### src/rtl/legv8_pkg.sv
// ============================================================================
// Module : legv8_pkg
// Brief  : Shared types and constants for the LEGv8 instruction-fetch front end.
// Rev    : 1.0  initial release
// ============================================================================
`default_nettype none

package legv8_pkg;

    localparam logic [31:0] INSTR_NOP       = 32'h0000_0000;
    localparam int          PC_W_DEFAULT    = 64;
    localparam int          INSTR_W_DEFAULT = 32;
    localparam int          PC_INC          = 4;

    typedef enum logic [0:0] {
        RUN   = 1'b0,
        FLUSH = 1'b1
    } fetch_state_e;

endpackage

`default_nettype wire

### src/rtl/legv8_fetch_queue_if.sv
// ============================================================================
// Module : legv8_fetch_queue_if
// Brief  : Instruction-memory, redirect and decode-side signals of the fetch queue.
// Rev    : 1.0  initial release
// ============================================================================
`default_nettype none

interface legv8_fetch_queue_if #(
    parameter int PC_W    = 64,
    parameter int INSTR_W = 32
);
    logic               imem_req_valid;
    logic               imem_req_ready;
    logic [PC_W-1:0]    imem_req_addr;
    logic               imem_rsp_valid;
    logic [INSTR_W-1:0] imem_rsp_data;
    logic               redirect;
    logic [PC_W-1:0]    redirect_pc;
    logic               id_ready;
    logic               id_valid;
    logic [PC_W-1:0]    id_pc;
    logic [INSTR_W-1:0] id_instr;

    // Fetch unit view.
    modport master (
        output imem_req_valid, imem_req_addr, id_valid, id_pc, id_instr,
        input  imem_req_ready, imem_rsp_valid, imem_rsp_data,
               redirect, redirect_pc, id_ready
    );

    // Memory / pipeline view.
    modport slave (
        input  imem_req_valid, imem_req_addr, id_valid, id_pc, id_instr,
        output imem_req_ready, imem_rsp_valid, imem_rsp_data,
               redirect, redirect_pc, id_ready
    );
endinterface

`default_nettype wire

### src/rtl/legv8_fwft_fifo.sv
// ============================================================================
// Module : legv8_fwft_fifo
// Brief  : First-word-fall-through circular buffer of {pc, instr} with clear.
// Rev    : 1.0  initial release
// ============================================================================
`default_nettype none

module legv8_fwft_fifo #(
    parameter  int DEPTH   = 4,
    parameter  int PC_W    = 64,
    parameter  int INSTR_W = 32,
    localparam int PTR_W   = $clog2(DEPTH),
    localparam int CNT_W   = $clog2(DEPTH) + 1
) (
    input  wire logic               clk,
    input  wire logic               reset,
    input  wire logic               push_i,
    input  wire logic [PC_W-1:0]    push_pc_i,
    input  wire logic [INSTR_W-1:0] push_instr_i,
    input  wire logic               pop_i,
    input  wire logic               clear_i,
    output logic [CNT_W-1:0]        count_o,
    output logic                    valid_o,
    output logic [PC_W-1:0]         head_pc_o,
    output logic [INSTR_W-1:0]      head_instr_o
);

    logic [PC_W-1:0]    mem_pc_q    [DEPTH];
    logic [INSTR_W-1:0] mem_instr_q [DEPTH];
    logic [PTR_W-1:0]   rd_q, wr_q;
    logic [CNT_W-1:0]   count_q;

    // Pointers wrap naturally because DEPTH is a power of two.
    always_ff @(posedge clk or posedge reset) begin
        if (reset) begin
            rd_q    <= '0;
            wr_q    <= '0;
            count_q <= '0;
        end else if (clear_i) begin
            rd_q    <= '0;
            wr_q    <= '0;
            count_q <= '0;
        end else begin
            if (push_i) wr_q <= wr_q + PTR_W'(1);
            if (pop_i)  rd_q <= rd_q + PTR_W'(1);
            count_q <= count_q + {{(CNT_W-1){1'b0}}, push_i}
                               - {{(CNT_W-1){1'b0}}, pop_i};
        end
    end

    always_ff @(posedge clk) begin
        if (push_i && !clear_i) begin
            mem_pc_q[wr_q]    <= push_pc_i;
            mem_instr_q[wr_q] <= push_instr_i;
        end
    end

    assign count_o      = count_q;
    assign valid_o      = (count_q != '0);
    assign head_pc_o    = mem_pc_q[rd_q];
    assign head_instr_o = mem_instr_q[rd_q];

endmodule

`default_nettype wire

### src/rtl/legv8_fetch_queue.sv
// ============================================================================
// Module : legv8_fetch_queue
// Brief  : LEGv8 fetch front end: PC, credit-limited imem requests, FWFT queue,
//          redirect flush. Optional perf counters under FETCH_PERF_CNT_EN.
// Rev    : 1.0  initial release
// ============================================================================
`default_nettype none

module legv8_fetch_queue
    import legv8_pkg::*;
#(
    parameter int              DEPTH    = 4,
    parameter int              PC_W     = PC_W_DEFAULT,
    parameter int              INSTR_W  = INSTR_W_DEFAULT,
    parameter logic [PC_W-1:0] RESET_PC = '0
) (
    input wire logic            clk,
    input wire logic            reset,
    legv8_fetch_queue_if.master fq
`ifdef FETCH_PERF_CNT_EN
    ,
    output logic [31:0]         perf_starve_cnt,
    output logic [31:0]         perf_flush_cnt
`endif
);

    localparam int CNT_W = $clog2(DEPTH) + 1;

    fetch_state_e       state_q, state_d;
    logic [PC_W-1:0]    pc_q, pc_d;
    logic [CNT_W-1:0]   inflight_q, inflight_d;
    logic [CNT_W-1:0]   drop_q, drop_d;

    logic [CNT_W-1:0]   fifo_count;
    logic               fifo_valid;
    logic               fifo_push, fifo_pop, fifo_clear;
    logic [PC_W-1:0]    head_pc;
    logic [INSTR_W-1:0] head_instr;

    logic [CNT_W:0]     credit_sum;
    logic               req_valid, req_fire, rsp;

    // Outstanding requests plus queued words never exceed DEPTH, so every
    // response always has a free slot.
    assign credit_sum = {1'b0, inflight_q} + {1'b0, fifo_count};
    assign req_valid  = !reset && !fq.redirect && (credit_sum < (CNT_W+1)'(DEPTH));
    assign req_fire   = req_valid && fq.imem_req_ready;
    assign rsp        = fq.imem_rsp_valid;

    always_comb begin
        pc_d       = pc_q;
        drop_d     = drop_q;
        state_d    = state_q;
        fifo_push  = 1'b0;
        fifo_pop   = 1'b0;
        fifo_clear = 1'b0;
        inflight_d = inflight_q + {{(CNT_W-1){1'b0}}, req_fire}
                                - {{(CNT_W-1){1'b0}}, rsp};
        if (req_fire) pc_d = pc_q + PC_W'(PC_INC);

        if (fq.redirect) begin
            // Everything still in flight, minus a word landing right now, is stale.
            pc_d       = fq.redirect_pc;
            fifo_clear = 1'b1;
            drop_d     = inflight_q - {{(CNT_W-1){1'b0}}, rsp};
            state_d    = (drop_d != '0) ? FLUSH : RUN;
        end else begin
            fifo_pop = fifo_valid && fq.id_ready;
            case (state_q)
                RUN: begin
                    fifo_push = rsp;
                end
                FLUSH: begin
                    if (rsp) begin
                        drop_d = drop_q - CNT_W'(1);
                        if (drop_d == '0) state_d = RUN;
                    end
                end
                default: state_d = RUN;
            endcase
        end
    end

    always_ff @(posedge clk or posedge reset) begin
        if (reset) begin
            state_q    <= RUN;
            pc_q       <= RESET_PC;
            inflight_q <= '0;
            drop_q     <= '0;
        end else begin
            state_q    <= state_d;
            pc_q       <= pc_d;
            inflight_q <= inflight_d;
            drop_q     <= drop_d;
        end
    end

    legv8_fwft_fifo #(
        .DEPTH   (DEPTH),
        .PC_W    (PC_W),
        .INSTR_W (INSTR_W)
    ) u_fifo (
        .clk          (clk),
        .reset        (reset),
        .push_i       (fifo_push),
        .push_pc_i    (pc_q_for_rsp()),
        .push_instr_i (fq.imem_rsp_data),
        .pop_i        (fifo_pop),
        .clear_i      (fifo_clear),
        .count_o      (fifo_count),
        .valid_o      (fifo_valid),
        .head_pc_o    (head_pc),
        .head_instr_o (head_instr)
    );

    // Responses return in request order, so the PC of the word arriving now is
    // the PC of the oldest outstanding request: current pc minus 4*inflight.
    function automatic logic [PC_W-1:0] pc_q_for_rsp();
        return pc_q - (PC_W'(inflight_q) << 2);
    endfunction

    assign fq.imem_req_valid = req_valid;
    assign fq.imem_req_addr  = pc_q;
    assign fq.id_valid       = fifo_valid;
    assign fq.id_pc          = fifo_valid ? head_pc : '0;
    assign fq.id_instr       = fifo_valid ? head_instr : INSTR_W'(INSTR_NOP);

`ifdef FETCH_PERF_CNT_EN
    logic [31:0] starve_q, flush_q;

    always_ff @(posedge clk or posedge reset) begin
        if (reset) begin
            starve_q <= '0;
            flush_q  <= '0;
        end else begin
            if (fq.id_ready && !fifo_valid && !fq.redirect && (starve_q != '1))
                starve_q <= starve_q + 32'd1;
            if (fq.redirect && (flush_q != '1))
                flush_q <= flush_q + 32'd1;
        end
    end

    assign perf_starve_cnt = starve_q;
    assign perf_flush_cnt  = flush_q;
`endif

endmodule

`default_nettype wire
### src/flat_wrapper.sv
// flat-port wrapper written by rule: the top's interface ports become plain ports
module legv8_fetch_queue_flat import legv8_pkg::*;
#(
    parameter int              DEPTH    = 4,
    parameter int              PC_W     = PC_W_DEFAULT,
    parameter int              INSTR_W  = INSTR_W_DEFAULT,
    parameter logic [PC_W-1:0] RESET_PC = '0
)
  (clk, reset, fq_imem_req_valid, fq_imem_req_addr, fq_id_valid, fq_id_pc, fq_id_instr, fq_imem_req_ready, fq_imem_rsp_valid, fq_imem_rsp_data, fq_redirect, fq_redirect_pc, fq_id_ready);
  legv8_fetch_queue_if #(.PC_W(PC_W), .INSTR_W(INSTR_W)) fq_i ();
  input wire logic clk;
  input wire logic reset;
  output wire logic [$bits(fq_i.imem_req_valid)-1:0] fq_imem_req_valid;
  output wire logic [$bits(fq_i.imem_req_addr)-1:0] fq_imem_req_addr;
  output wire logic [$bits(fq_i.id_valid)-1:0] fq_id_valid;
  output wire logic [$bits(fq_i.id_pc)-1:0] fq_id_pc;
  output wire logic [$bits(fq_i.id_instr)-1:0] fq_id_instr;
  input wire logic [$bits(fq_i.imem_req_ready)-1:0] fq_imem_req_ready;
  input wire logic [$bits(fq_i.imem_rsp_valid)-1:0] fq_imem_rsp_valid;
  input wire logic [$bits(fq_i.imem_rsp_data)-1:0] fq_imem_rsp_data;
  input wire logic [$bits(fq_i.redirect)-1:0] fq_redirect;
  input wire logic [$bits(fq_i.redirect_pc)-1:0] fq_redirect_pc;
  input wire logic [$bits(fq_i.id_ready)-1:0] fq_id_ready;
  assign fq_imem_req_valid = fq_i.imem_req_valid;
  assign fq_imem_req_addr = fq_i.imem_req_addr;
  assign fq_id_valid = fq_i.id_valid;
  assign fq_id_pc = fq_i.id_pc;
  assign fq_id_instr = fq_i.id_instr;
  assign fq_i.imem_req_ready = fq_imem_req_ready;
  assign fq_i.imem_rsp_valid = fq_imem_rsp_valid;
  assign fq_i.imem_rsp_data = fq_imem_rsp_data;
  assign fq_i.redirect = fq_redirect;
  assign fq_i.redirect_pc = fq_redirect_pc;
  assign fq_i.id_ready = fq_id_ready;
  legv8_fetch_queue #(.DEPTH(DEPTH), .PC_W(PC_W), .INSTR_W(INSTR_W), .RESET_PC(RESET_PC)) u_core (.clk(clk), .reset(reset), .fq(fq_i));
endmodule
### config.mk
export PLATFORM = sky130hd
export DESIGN_NAME = legv8_fetch_queue_flat
export DESIGN_NICKNAME = d
export VERILOG_FILES = /design/src/rtl/legv8_pkg.sv /design/src/rtl/legv8_fetch_queue_if.sv /design/src/rtl/legv8_fwft_fifo.sv /design/src/rtl/legv8_fetch_queue.sv /design/src/flat_wrapper.sv
export SDC_FILE = /design/constraint.sdc
export NUM_CORES = 1
export LEC_CHECK = 0
export ABC_CLOCK_PERIOD_IN_PS = 4200
export CAP_MARGIN = 20
export CELL_PAD_IN_SITES_DETAIL_PLACEMENT = 0
export CELL_PAD_IN_SITES_GLOBAL_PLACEMENT = 1
export CORE_MARGIN = 4
export CORE_UTILIZATION = 42
export DETAILED_ROUTE_END_ITERATION = 10
export HOLD_SLACK_MARGIN = 0.03
export PLACE_DENSITY_LB_ADDON = 0.1
export SLEW_MARGIN = 25
export SYNTH_ARGS = -nofsm -noshare
export SYNTH_HDL_FRONTEND = slang
export SYNTH_HIERARCHICAL = 1
export SYNTH_SLANG_ARGS = --single-unit
### constraint.sdc
create_clock -name clk -period 4.2 [get_ports clk]
set_input_delay 0.84 -clock clk [delete_from_list [all_inputs] [get_ports clk]]
set_output_delay 0.84 -clock clk [all_outputs]
set_load 0.03 [all_outputs]
==> impl_metrics.ini <==
[outcome]
status = complete, no violations

[timing]
fmax_mhz = 257.3
hold_violations = 0
fin_worst_skew_ns = 0.01220
fin_crit_ns = 3.887
max_slew_margin = 0.4213
rsz0062_at_grt = false
layout_setup_ws_ns = 0.3128
finalSetupViolCount = 0
tightest_slew_ns = 0.8614
tns_ns = 0
hold-worst-slack_ns = 0.5509
slew_violations = 0
fin_crit_sh = 0.9255

[clock_network]
htree_levels = 2
path_clk_slew_ns = 0.06
clockBufferDepth = 3
clock_latency_ns = 0.59
root_buffer = clkbuf_16
clock_sinks = 462
hold_buffers = 0
tritoncts = yes
cts_setup_buffers = 0
post_cts_resized = 0
cts_buffers = 49

[synthesis]
synth_area_sq_mm = 0.02063
synth_top_family_by_area = simple AND/OR/NAND/NOR gates
synth_ff_type = edfxtp_1
ys_seq_elements = 462
synth_edf_count = 384
synth-xor-area-share = 0.03251
yosys.area_share.simple = 0.1211
yosysSeqAreaShare = 0.6536
synth.avg_cell_area_sq_um = 14.90
synthesis.nets = 1508
yosys_warnings = 6
netlist_instances = 1385
yosysUniqueCellTypes = 60
synth.area.mux_share = 0.1080
yosys.area_share.adder = 0.01383
async_reset_ff_frac = 0.1688
synth-compound-area-share = 0.04409

[placed_design]
port_buffers = 263
gp_congestion = 0.7743
hpwl_microns = 37200
pre_cts_slack_ns = 0.8433
placed_area_sq_mm = 0.02421

[route]
viasPerCell = 5.500
drtAntennaViolNets = 0
dr_total_vias = 12920
dr.first_iter.drc_count = 911
wirelength_microns = 55480
wl_per_cell_microns = 23.63
drc_errors = 0
first_pass_iters = 7

[power_and_ir_drop]
ir_worst_vdd_mv = 0.3874
finalPower_mw = 13.84
p_per_area_mw_per_mm2 = 538.1
leakage_nw = 8.660

[worst_setup_path]
regToRegSetupSlack_ns = 0.83
worstSetupStartpointType = register
critPathMaxStageDelay_ns = 0.71
path_cells = buf_12, mux4_2, and2_1, clkdlybuf4s50_1
crit_slowest_cell = dfrtp_4
reg2regPathDepth = 10
end_kind = primary output
worstSetupPathType = register to primary output
crit_family = buffers and inverters
critPathMaxFanout = 31
cp.buffers_inverters = 2
crit_required_ns = 3.36
reg2reg_from = u_core/fq.imem_req_addr[2]$_DFFE_PP0N_
r2r_end = u_core/u_fifo/mem_pc_q[2][38]$_DFFE_PP_
worstPathArrival_ns = 3.05

[die]
initial_utilization = 0.4285
die_w_microns = 229.6
pin_count = 264
die_y_microns = 229.6
die_area_sq_mm = 0.05273
fp-row-count = 80
core_area_sq_mm = 0.04815

[hold_path]
min_to = u_core/u_fifo/mem_pc_q[2][1]$_DFFE_PP_
hold_path_depth = 0
worstHoldStart = u_core/fq.imem_req_addr[1]$_DFFE_PP0P_
hold_path.class = register to register

[final_layout]
area_growth_pct = 24.69
final_cell_area_sq_mm = 0.02572
final_cell_mix = 384 x edfxtp_1, 262 x clkdlybuf4s50_1, 100 x and2_1, 99 x nand2_1, 96 x mux4_2
drive_above_1_share = 0.1448
nFillCells = 4006
final_nets = 1775
mostFrequentLayoutCell = edfxtp_1
antenna_cells = 0

[global_routing]
grt_first_pass_wirelength_microns = 84130
grt_pass1_vias = 13270
antenna_found_initial = 0
grt_use_total = 0.2090
grt-ovfl-total = 0
grt_max_degree = 69

[job]
maxCapViolCount = 0
==> routing by layer <==
metal,GRT usage,share of wire
met4,0.05325,0.023
met1,0.2998,0.45
met5,0,0
met3,0.03541,0.049
met2,0.3352,0.47
==> cells in the mapped netlist, types with 5 or more instances <==
cell,count,share of area
a21oi_1,20,0.0049
inv_1,26,0.0047
a32oi_1,9,0.0038
dfrtp_1,78,0.095
a31o_2,5,0.0021
nand2_1,99,0.018
buf_2,8,0.0019
a41oi_1,5,0.0021
nor2_1,53,0.0096
and4_1,9,0.0038
nor4_1,16,0.0049
mux4_2,96,0.10
o211ai_1,12,0.0044
o21ai_0,48,0.012
nand2b_1,5,0.0015
and3_1,19,0.0058
a31oi_1,12,0.0036
buf_4,7,0.0025
and2_1,104,0.032
xor2_1,38,0.016
clkbuf_1,80,0.015
or3_1,15,0.0045
nand3_1,47,0.011
a22oi_1,5,0.0018
nor3_1,30,0.0073
edfxtp_1,384,0.56
or4_1,6,0.0022
o311ai_0,12,0.0051
ha_1,18,0.011
xnor2_1,36,0.015
nand4_1,31,0.0094
==> final cells by class <==
cell class / instances / area (sq um) / share of cell area
tap: 656 / 820.8 / 0.03191
inverter: 27 / 101.3 / 0.003940
sequential: 462 / 13490 / 0.5244
timing repair buffer: 316 / 3191 / 0.1240
multi-input combinational: 796 / 6615 / 0.2572
clock buffer: 63 / 1299 / 0.05049
clock inverter: 28 / 206.4 / 0.008026
==> how the worst max path moves through the flow <==
stage	startpoint	end	slack (ns)	cells after the start
final	u_core/u_fifo/rd_q[0]$_DFFE_PP0P_	fq_id_pc[47]	0.31	4
after global routing	u_core/u_fifo/rd_q[0]$_DFFE_PP0P_	fq_id_pc[13]	0.15	4
after CTS	u_core/u_fifo/rd_q[0]$_DFFE_PP0P_	fq_id_pc[13]	0.20	4
after detailed placement	u_core/u_fifo/rd_q[0]$_DFFE_PP0P_	fq_id_pc[13]	0.84	4
after global placement	u_core/u_fifo/rd_q[0]$_DFFE_PP0P_	fq_id_pc[13]	0.87	4
after floorplan	fq_redirect	u_core/u_fifo/mem_instr_q[0][0]$_DFFE_PP_	0.63	5
==> stage by stage <==
| step | util | cells |
|---|---|---|
| final | 0.5343 | 2348 |
| after global routing | 0.5343 | 2348 |
| after CTS | 0.5341 | 2348 |
| after detailed placement | 0.5029 | 2257 |
| after global placement | 0.5029 | 2257 |
| after floorplan | - | 1385 |
==> report_power, final <==
part	internal, mW	switching (mW)	leakage, nW
Clock	2.31	1.76	0.731
Combinational	1.75	2.49	3.52
Sequential	5.26	0.268	4.41
==> logic make-up (layout without fill, tap and decap cells) <==
family	after synthesis	after routing
muxes	102	102
AOI/OAI and AO/OA	139	139
adders and majority gates	21	21
buffers and inverters	127	434
and+or+nand+nor	459	459
xor gates and xnor gates	75	75
DFF	462	462
==> state kept, by name, summed over array words and instances, names as in the netlist <==
register                   flops
u_core/inflight_q              3
u_core/u_fifo/wr_q             2
u_core/u_fifo/mem_pc_q       256
u_core/u_fifo/mem_instr_q    128
u_core/u_fifo/count_o          3
u_core/drop_q                  3
u_core/fq.imem_req_addr       64
u_core/u_fifo/rd_q             2
u_core/state_q                 1
(Power assumes the default switching activity.)
==> patch (same settings) <==
The package constant `INSTR_W_DEFAULT` goes from 32 to 16.
--- a/src/rtl/legv8_pkg.sv
+++ b/src/rtl/legv8_pkg.sv
@@ -9,7 +9,7 @@
 
     localparam logic [31:0] INSTR_NOP       = 32'h0000_0000;
     localparam int          PC_W_DEFAULT    = 64;
-    localparam int          INSTR_W_DEFAULT = 32;
+    localparam int          INSTR_W_DEFAULT = 16;
     localparam int          PC_INC          = 4;
 
     typedef enum logic [0:0] {
Ports: changed (resized fq_id_instr and fq_imem_rsp_data); port bits go from 264 to 232. No check against the original RTL was run, so the function may have changed too.
==> patch against the original RTL <==
  * Setup slack worse by 0.0059 ns
  * Fmax shrank 0.15%
  * Combinational power decreased by 15%
  * Area after synthesis down 12%
  * Wire length decreased by 8.2%
  * Total power down 11%
  * Cell area is 12% lower
  * Synthesized cell count down 7.1%
  * Count of clock-buffer cells in the layout fell by 6
  * Sequential cell count shrank 64
  * Critical endpoint is now fq_id_pc[48]
  * Highest routed layer unchanged
==> patch: results (changes against the original RTL) <==
clock_tree:
  cts-buffers-inserted: 43  # -12%
  clk_latency_ns: 0.57  # -0.02 ns
sta:
  relSlewSlack_pct: 37.8  # -4.3 points
  finalCriticalPeriod_ns: 3.89  # +0.00592 ns
grt:
  grt_pass1_wl_um: 76900  # -8.6%
  met2_usage_pct: 33.7  # +0.17 points
  grt_max_degree: 79  # +14%
  grt_use_met3_pct: 4.28  # +0.74 points
  grtUsageMet1_pct: 31.4  # +1.4 points
critical_path:
  slowest_stage: "or3_2"
  crit_fanout: 47  # +52%
  reg2reg_slack_ns: 0.74  # -0.09 ns
worst_hold_path:
  whs_endpoint: "u_core/drop_q[1]"
  hp-start: "u_core/drop_q[1]"
route:
  viasPerCell: 5.55  # +0.86%
  firstDrtPassIters: 5  # -2
  drt-total-wl_um: 50900  # -8.2%
  drt_iter0_drc: 875  # -4.0%
synthesis:
  yosysSeqAreaShare_pct: 63.4  # -2.0 points
  post_synth_num_cell_types: 56  # -6.7%
  ys_top_cells_by_area: "edfxtp_1 53%, dfrtp_1 11%, mux4_2 9.9%, and2_1 3.0%, nand2_1 2.1%"
  synth-async-reset-ratio_pct: 19.6  # +2.7 points
  synth_top_area_share_pct: 52.7  # -3.2 points
placement:
  placed_area_sq_um: 21300  # -12%
  hpwl_um: 34200  # -8.0%
  dp_cells: 2043  # -9.5%
  dpl_worst_slack_ns: 0.754  # -0.0896 ns
pwr:
  peakVddDrop_uv: 309  # -20%
  seqPwrFrac_pct: 39.7  # -0.3 points
  p_int_uw: 8320  # -11%
layout:
  stdcell_count: 2124  # -9.5%
run_status:
  outcome: "completed"
## patch: changes by cell type in the layout (fill, tap and decap cells not counted), moves of 6 or more
cell,before,now
edfxtp_1,384,320
clkdlybuf4s50_1,262,230
and2_1,100,83
mux4_2,96,80
or4_1,6,20
buf_4,41,29
a31oi_1,12,4
clkinv_1,17,9
nor4_1,15,23
a32oi_1,9,3
## patch: logic make-up after synthesis
logic type | after synthesis | share of synthesized area, %
and+or+nand+nor | 448 | 13.3
AOI/OAI and AO/OA | 127 | 4.53
xor gates and xnor gates | 78 | 3.86
adders and majority gates | 21 | 1.56
buffers and inverters | 128 | 3.12
DFF | 398 | 63.4
muxes | 87 | 10.3
## patch: layer usage
layer  up-vias  wire length [um]
li1       5330                 -
met1      6004             23000
met2       383             23700
met3        66              2910
met4         0              1250
met5         -                 0
## patch: cell type report
class	instances	area, sq um
repair buffers	270	2740
inverters	29	110
fillers	3681	20300
well taps	585	732
clock buffers	57	1200
flip-flops and latches	398	11600
multi-input cells	761	6130
clock inverters	23	225
diodes	1	2.50
